### src/rtl/fetch_unit_pkg.sv
// Shared types for the fetch front end: bus word/address types, the jump
// opcode, the fetch FSM state encoding and the fetch->decode record.
package fetch_unit_pkg;

    typedef logic [31:0] word_t;
    typedef logic [31:0] addr_t;

    // Primary opcode of the absolute jump instruction (instr[31:26]).
    localparam logic [5:0] F6_J = 6'b000010;

    typedef enum logic [1:0] {
        REQ  = 2'd0,
        WAIT = 2'd1,
        HOLD = 2'd2
    } fetch_state_e;

    typedef struct packed {
        addr_t pc;
        word_t instruction;
        logic  jump;
        logic  delay_slot;
    } fetch_data_t;

    // True when the primary opcode is the absolute jump.
    function automatic logic is_jump(input logic [5:0] op);
        return (op == F6_J);
    endfunction

    // Absolute jump target: region bits of the jump's own pc plus word index.
    function automatic addr_t jump_target(input logic [3:0] pc_hi, input logic [25:0] idx);
        return {pc_hi, idx, 2'b00};
    endfunction

endpackage

### src/rtl/fetch_unit_pc_sel.sv
// Next-PC selection for the fetch unit: execute redirect (word aligned) has
// priority, then a predecoded jump target, otherwise the sequential step.
// The add is a plain 32-bit add, so the PC wraps at 2^32.
module fetch_unit_pc_sel
    import fetch_unit_pkg::*;
#(
    parameter int unsigned PC_STEP = 4
) (
    input  addr_t pc_q,
    input  logic  redirect_valid,
    input  addr_t redirect_pc,
    input  logic  take_target,
    input  addr_t target,
    output addr_t next_pc
);

    // Priority mux: redirect > predecoded target > sequential
    always_comb begin
        if (redirect_valid) begin
            next_pc = redirect_pc & 32'hFFFF_FFFC;
        end else if (take_target) begin
            next_pc = target;
        end else begin
            next_pc = pc_q + addr_t'(PC_STEP);
        end
    end

endmodule

### src/rtl/fetch_unit.sv
// Fetch unit: owns the PC, keeps at most one instruction-bus read in flight
// and holds one fetch_data_t record for decode until decode_enable.
// Optional build macro FETCH_PREDECODE_EN: flags J instructions, marks the
// following record as the delay slot and steers the PC to the jump target
// once that delay slot has been consumed.
module fetch_unit
    import fetch_unit_pkg::*;
#(
    parameter logic [31:0] RESET_PC = 32'hBFC0_0000,
    parameter int unsigned PC_STEP  = 4
) (
    input  logic        clk,
    input  logic        reset,
    output logic        ireq_valid,
    output logic [31:0] ireq_addr,
    input  logic        iresp_addr_ok,
    input  logic        iresp_data_ok,
    input  logic [31:0] iresp_data,
    input  logic        decode_enable,
    input  logic        redirect_valid,
    input  logic [31:0] redirect_pc,
    output logic        fetch_valid,
    output fetch_data_t fetch_data_reg
);

    fetch_state_e state_r, state_s;
    addr_t        pc_r, pc_s;
    logic         discard_r, discard_s;
    logic         fetch_valid_r, fetch_valid_s;
    fetch_data_t  fetch_data_r, fetch_data_s;
    logic         ireq_valid_r;
    logic         accept_s;
    logic         capture_s;
    fetch_data_t  new_rec_s;
    logic         take_target_s;
    addr_t        tgt_sel_s;
    addr_t        next_pc_s;

    // The request only counts once ireq_valid is actually driven high.
    assign accept_s = ireq_valid_r & iresp_addr_ok;

    fetch_unit_pc_sel #(.PC_STEP(PC_STEP)) u_pc_sel (
        .pc_q           (pc_r),
        .redirect_valid (redirect_valid),
        .redirect_pc    (redirect_pc),
        .take_target    (take_target_s),
        .target         (tgt_sel_s),
        .next_pc        (next_pc_s)
    );

`ifdef FETCH_PREDECODE_EN
    logic  prev_jump_r, prev_jump_s;
    logic  tgt_pend_r, tgt_pend_s;
    addr_t tgt_r, tgt_s;

    assign new_rec_s     = '{pc: pc_r, instruction: iresp_data,
                             jump: is_jump(iresp_data[31:26]), delay_slot: prev_jump_r};
    assign take_target_s = fetch_data_r.delay_slot & tgt_pend_r;
    assign tgt_sel_s     = tgt_r;

    // Track jump of the last captured record and the pending jump target
    always_comb begin
        prev_jump_s = prev_jump_r;
        tgt_pend_s  = tgt_pend_r;
        tgt_s       = tgt_r;
        if (redirect_valid) begin
            prev_jump_s = 1'b0;
            tgt_pend_s  = 1'b0;
        end else if (capture_s) begin
            prev_jump_s = new_rec_s.jump;
            if (new_rec_s.jump) begin
                tgt_pend_s = 1'b1;
                tgt_s      = jump_target(pc_r[31:28], iresp_data[25:0]);
            end else begin
                tgt_pend_s = tgt_pend_r;
            end
        end else if ((state_r == HOLD) && decode_enable && take_target_s) begin
            tgt_pend_s = 1'b0;
        end else begin
            tgt_pend_s = tgt_pend_r;
        end
    end

    // Predecode state registers
    always_ff @(posedge clk or posedge reset) begin
        if (reset) begin
            prev_jump_r <= 1'b0;
            tgt_pend_r  <= 1'b0;
            tgt_r       <= 32'h0000_0000;
        end else begin
            prev_jump_r <= prev_jump_s;
            tgt_pend_r  <= tgt_pend_s;
            tgt_r       <= tgt_s;
        end
    end
`else
    assign new_rec_s     = '{pc: pc_r, instruction: iresp_data, jump: 1'b0, delay_slot: 1'b0};
    assign take_target_s = 1'b0;
    assign tgt_sel_s     = 32'h0000_0000;
`endif

    // Fetch FSM next state, PC update and record capture
    always_comb begin
        state_s       = state_r;
        pc_s          = pc_r;
        discard_s     = discard_r;
        fetch_valid_s = fetch_valid_r;
        capture_s     = 1'b0;
        case (state_r)
            REQ: begin
                if (redirect_valid) begin
                    // A request accepted in the redirect cycle is already stale.
                    pc_s = next_pc_s;
                    if (accept_s && !iresp_data_ok) begin
                        state_s   = WAIT;
                        discard_s = 1'b1;
                    end else begin
                        state_s = REQ;
                    end
                end else if (accept_s) begin
                    if (iresp_data_ok) begin
                        state_s   = HOLD;
                        capture_s = 1'b1;
                    end else begin
                        state_s = WAIT;
                    end
                end else begin
                    state_s = REQ;
                end
            end
            WAIT: begin
                if (iresp_data_ok) begin
                    discard_s = 1'b0;
                    if (redirect_valid) begin
                        state_s = REQ;
                        pc_s    = next_pc_s;
                    end else if (discard_r) begin
                        state_s = REQ;
                    end else begin
                        state_s   = HOLD;
                        capture_s = 1'b1;
                    end
                end else if (redirect_valid) begin
                    discard_s = 1'b1;
                    pc_s      = next_pc_s;
                end else begin
                    state_s = WAIT;
                end
            end
            HOLD: begin
                if (redirect_valid || decode_enable) begin
                    // Redirect wins over consumption inside next_pc_s.
                    state_s       = REQ;
                    pc_s          = next_pc_s;
                    fetch_valid_s = 1'b0;
                end else begin
                    state_s = HOLD;
                end
            end
            default: begin
                state_s       = REQ;
                discard_s     = 1'b0;
                fetch_valid_s = 1'b0;
            end
        endcase
        if (capture_s) begin
            fetch_valid_s = 1'b1;
            fetch_data_s  = new_rec_s;
        end else begin
            fetch_data_s  = fetch_data_r;
        end
    end

    // Fetch state and output registers
    always_ff @(posedge clk or posedge reset) begin
        if (reset) begin
            state_r       <= REQ;
            pc_r          <= RESET_PC;
            discard_r     <= 1'b0;
            fetch_valid_r <= 1'b0;
            fetch_data_r  <= '0;
            ireq_valid_r  <= 1'b0;
        end else begin
            state_r       <= state_s;
            pc_r          <= pc_s;
            discard_r     <= discard_s;
            fetch_valid_r <= fetch_valid_s;
            fetch_data_r  <= fetch_data_s;
            ireq_valid_r  <= (state_s == REQ);
        end
    end

    assign ireq_valid     = ireq_valid_r;
    assign ireq_addr      = pc_r;
    assign fetch_valid    = fetch_valid_r;
    assign fetch_data_reg = fetch_data_r;

endmodule

### config.mk
export PLATFORM = sky130hd
export DESIGN_NAME = fetch_unit
export DESIGN_NICKNAME = d
export VERILOG_FILES = /design/src/rtl/fetch_unit_pkg.sv /design/src/rtl/fetch_unit_pc_sel.sv /design/src/rtl/fetch_unit.sv
export SDC_FILE = /design/constraint.sdc
export NUM_CORES = 1
export LEC_CHECK = 0
export ABC_AREA = 1
export CAP_MARGIN = 20
export CELL_PAD_IN_SITES_DETAIL_PLACEMENT = 1
export CELL_PAD_IN_SITES_GLOBAL_PLACEMENT = 1
export CORE_ASPECT_RATIO = 0.75
export CORE_MARGIN = 3
export CORE_UTILIZATION = 34
export CTS_CLUSTER_SIZE = 25
export DETAILED_ROUTE_END_ITERATION = 16
export GPL_TIMING_DRIVEN = 0
export PLACE_DENSITY_LB_ADDON = 0.1
export RECOVER_POWER = 50
export SETUP_SLACK_MARGIN = 0.1
export SYNTH_ARGS = -nofsm -noshare
export SYNTH_HDL_FRONTEND = slang
export SYNTH_SLANG_ARGS = --single-unit
### constraint.sdc
create_clock -name clk -period 7.5 [get_ports clk]
set_input_delay 1.5 -clock clk [delete_from_list [all_inputs] [get_ports clk]]
set_output_delay 1.5 -clock clk [all_outputs]
set_load 0.02 [all_outputs]
## Word level (Yosys, flattened, before mapping)

Cells that the tools add are included.

- Register bits after elaboration: 101
- Bits of input ports: 70
- Output and inout port bits: 100

- Add/subtract/negate cells: 1
- Equality and inequality tests: 9
- Muxes and demuxes: 29
- Bitwise gates (word level): 2
- Reductions and logical operators: 10

Operator list:

| cell | count |
|---|---|
| 32-bit two-way mux | 3 |
| 32-bit one-hot mux with 2 select lines | 1 |
| 32-bit by 3-bit adder with 32-bit output (second input constant) | 1 |
| 2-bit two-way mux | 8 |
| 1-bit two-way mux | 13 |
| 2-bit != test (second input constant) | 3 |
| 3-bit != test (second input constant) | 2 |
| 2-bit one-hot mux with 3 select lines | 1 |
| 2-bit zero test | 2 |
| 2-bit by 1-bit != test with 1-bit output (second input constant) | 2 |
| 1-bit one-hot mux with 2 select lines | 2 |
| 4-bit AND reduction | 1 |
| 1-bit one-hot mux with 3 select lines | 1 |
| 3-bit AND reduction | 1 |
| 2-bit by 1-bit == test with 1-bit output (second input constant) | 1 |
| 2-bit == test (second input constant) | 1 |
| 2-bit AND reduction | 1 |
| 2-bit nonzero test | 1 |
| 2-bit OR reduction | 1 |
| 1-bit AND | 1 |
| 1-bit logical AND | 1 |
| 1-bit zero test | 1 |
| 1-bit logical OR | 1 |
| 1-bit NOT | 1 |

## Longest topological paths before layout

- Depth after elaboration: 6
- Gate-level depth with buffers: 10

## By module

From an unflattened synthesis, not the netlist that was laid out.

- Cells, all modules: 803
- Area, all modules: 5750.5 µm²

By module, submodules not included:

| module | instances | cells an instance | area each (µm²) |
|---|---|---|---|
| fetch_unit | 1 | 453 | 4149.0 |
| fetch_unit_pc_sel | 1 | 350 | 1601.5 |

## Worst setup path before layout

Ideal clock, no wire load.

- Path type: input-to-reg
- From: input redirect_valid
- To: register fetch_data_r, in the netlist fetch_data_reg[55]
- Setup time: 0.130 ns
- Data arrival time: 2.310 ns
- Data required time: 7.370 ns
- Path slack: 5.060 ns
- Stages on the path: 8
- Buffers on the path: 2
- Cells stage by stage: nor3_1 > nand3_1 > nand2_2 > inv_2 > buf_6 > buf_4 > nand2_1 > o21ai_1

- Cells in the longest elaborated chain, start to end: 3
- Elaborated cells between the ends (all ways): 4
- Those cells by class: mux (4)

RTL lines:

| what | RTL line | text |
|---|---|---|
| start, declared | fetch_unit.sv:20 | `input logic redirect_valid,` |
| 1-bit two-way mux | fetch_unit.sv:134 | `if (redirect_valid) begin` |
| 1-bit two-way mux | fetch_unit.sv:132 | `if (iresp_data_ok) begin` |
| 1-bit one-hot mux with 2 select lines * | fetch_unit.sv:109 | `case (state_r)` |
| end signal, assigned | fetch_unit.sv:188 | `fetch_data_r <= fetch_data_s;` |
| end, declared | fetch_unit.sv:30 | `fetch_data_t fetch_data_r, fetch_data_s;` |

Every way passes the cells marked *; elsewhere a longest branch is shown, timed or not.
A chain may end at the register's enable or synchronous reset.

## Worst setup path after layout

- From: input redirect_valid
- To: register pc_r[10] (netlist: ireq_addr[10])

- Cells in the longest elaborated chain, start to end: 3
- Elaborated cells between the ends (all ways): 8
- Those cells by class: eq/ne (2); mux (4); reduce/logical (2)

RTL lines:

| what | RTL line | text |
|---|---|---|
| 32-bit two-way mux / 1-bit logical OR (equally long branches) | fetch_unit_pc_sel.sv:19, fetch_unit.sv:151 |  |
| 32-bit two-way mux, or another cell as far along | fetch_unit.sv:151 | `if (redirect_valid \|\| decode_enable) begin` |
| 32-bit one-hot mux with 2 select lines / 3-bit AND reduction (equally long branches) | - |  |
| end signal, assigned | fetch_unit.sv:185 | `pc_r <= pc_s;` |
| end, declared | fetch_unit.sv:27 | `addr_t pc_r, pc_s;` |

Several ways; a longest one is shown, not always the timed one. The select of a mux whose other input is x is not followed.

==> results_dict.tcl <==
set metrics [dict create \
    start_util 0.3523 \
    synth_flop_cell "dfrtp_1" \
    fillerInstances 1721 \
    rows 37 \
    p_total_mw 2.381 \
    clk_latency_ns 0.35 \
    vias 5084 \
    diodes 0 \
    post_cts_buffers 0 \
    ys_seq_elements 97 \
    leakagePower_nw 3.373 \
    die_area_um2 15930 \
    netlist.area_leader.share 0.4485 \
    grt_pass1_vias 5221 \
    cts_tree "done" \
    whs_ns 0.4659 \
    maxCapViolCount 1 \
    clock_skew_ns 0.01265 \
    synth_async_sr_flop_share 1.000 \
    fmax_ghz 0.3147 \
    die_h_um 110.1 \
    synth.yosys.warnings 0 \
    port_buffers 161 \
    cp.arrival_ns 3.46 \
    cts_hold_buf 0 \
    synth_fa_ha_area_frac 0.002548 \
    routed_wl_mm 17.77 \
    ctsResizeCount 0 \
    synth.most_common_cell "nand2_1" \
    synth_top_family_by_area "simple AND/OR/NAND/NOR gates" \
    period_share 0.4236 \
    cts.sinks 97 \
    drtIter0Drc 255 \
    seq_area_um2 2439 \
    dr.pass1.iters 6 \
    cts_buffers 9 \
    synth_area_per_cell_um2 7.383 \
    wl_per_cell_um 17.06 \
    antenna_left 0 \
    grtUsageMet3 0.05088 \
    placed_area_um2 6814 \
    hold_class "reg2reg" \
    violations "max-capacitance violations, max-slew violations" \
    path_max_fanout 10 \
    largest_reg_flops 62 \
    setup_viol 0 \
    stdcell_count 1042 \
    powerDensity_nw_per_um2 334.7 \
    grt_overflow_total 0 \
    maxSlewViolCount 32 \
    netlist.top_cell.by_area "dfrtp_1" \
    drive_above_1_share 0.08264 \
    clk_pin_slew_worst_paths_ns 0.07 \
    grt_util_met2 0.3536 \
    yosysSeqAreaShare 0.4967 \
    grt_usage 0.2262 \
    clk_path_buf_depth 2 \
    relSlewSlack -0.01901 \
    clockRootBuffer "clkbuf_16" \
    outcome "complete, but fails checks" \
    routed_via_density 4.879 \
    place.gp.congestion 0.8695 \
    num_io_pins 170 \
    worst_pin_slew_ns 1.520 \
    grt_max_degree 67 \
    route.detailed.drc 0 \
    synth_xor_area_frac 0 \
    period_minus_slack_ns 3.177 \
    grt_use_met1 0.3256 \
    synth-edff-count 0 \
    die_x_um 144.8 \
    grt_pass1_wl_mm 27.82 \
    final_hold_viol_count 0 \
    worstPathRequired_ns 7.78 \
    setup_tns_ns 0 \
    top_usage_layer "met2" \
    htree_levels 3 \
    ys_types 29 \
    synth_area_leaders "dfrtp_1 45%, nand2_1 20%, nor2_1 5.0%" \
    critical_path_class "in2reg" \
    ir_worst_vdd_mv 0.1335 \
    hpwl_mm 13.78 \
    synthSimpleGateAreaFrac 0.3186 \
    syn_to_final_growth_pct 44.88 \
    end_kind "flip-flop" \
    synth_common_cells "266 x nand2_1, 88 x dfrtp_1, 65 x nor2_1, 52 x inv_1" \
    stdcell_area_um2 7113 \
    core_area_um2 13930 \
    antenna_found_initial 0 \
    dp.cells 1027 \
    synthMuxAreaShare 0 \
    netlist_area_um2 4910 \
    multi_input_area_um2 2073 \
    final_nets 914 \
    syn_inst 665 \
    rsz0062_at_grt "false" \
    synth_compound_area_frac 0.09709 \
    critPathLaunchType "input port" \
]
-- placed cells by master, fill, tap and decap left out, types with 21 or more instances in the layout --
cell	instances
dlygate4sd3_1	43
o21ai_0	32
nand2_1	267
a21oi_1	21
dfrtp_1	88
clkdlybuf4s50_1	118
o21ai_1	29
nand3_1	32
inv_1	51
nor2_1	65
-- path summary, 6_finish.rpt --
check | from | end | slack (ns) | cells past startpoint
worst max-delay path | redirect_valid | ireq_addr[10]$_DFFE_PP0P_ | 4.32 | 8
worst min-delay path | fetch_data_reg[29]$_DFFE_PP0P_ | fetch_data_reg[29]$_DFFE_PP0P_ | 0.47 | 2
worst max register to register | ireq_addr[3]$_DFFE_PP0P_ | ireq_addr[20]$_DFFE_PP0P_ | 5.63 | 8
worst min register to register | fetch_data_reg[29]$_DFFE_PP0P_ | fetch_data_reg[29]$_DFFE_PP0P_ | 0.47 | 2
max in group asynchronous | reset | ireq_addr[28]$_DFFE_PP1P_ | 4.58 | 3
min in group asynchronous | reset | fetch_data_reg[45]$_DFFE_PP0P_ | 1.97 | 2
-- where the power goes --
group	internal [mW]	switching [mW]	total, mW
clock	0.276	0.202	0.478
combinational	0.445	0.590	1.03
sequential	0.726	0.142	0.869
total	1.45	0.934	2.38
-- cell families after synthesis --
group / after synthesis
and+or+nand+nor: 388
AOI/OAI and AO/OA: 91
buffers and inverters: 87
DFF: 97
other: 1
adders and majority gates: 1
-- worst max-delay path, cell delays in order --
cell           delay (ns)
dlygate4sd3_1        0.63
inv_1                0.10
buf_2                0.25
clkbuf_1             0.51
o21ai_0              0.18
nand2_1              0.09
o21ai_0              0.11
inv_1                0.09
-- metrics by stage --
step,utilization,setup WS [ns]
CTS,0.5109,4.402
finish,0.5105,4.323
detailed placement,0.4890,4.138
global placement,0.4868,1.780
floorplan,-,3.481
global route,0.5105,4.145
-- layout make-up --
cell class,instances,area share
repair buffers,162,0.2304
clock buffers,11,0.03553
clock inverters,4,0.007388
multi-input cells,486,0.2915
plain buffers,33,0.02938
flip-flops and latches,97,0.3428
inverters,54,0.02867
well taps,195,0.03430
-- layer usage --
| metal | vias to the layer above | part of all wire |
|---|---|---|
| met5 | - | 0 |
| met1 | 2476 | 0.47 |
| met2 | 171 | 0.45 |
| met3 | 13 | 0.067 |
| li1 | 2424 | - |
| met4 | 0 | 0.0085 |
Note: power is estimated with default switching activity, not from simulation.
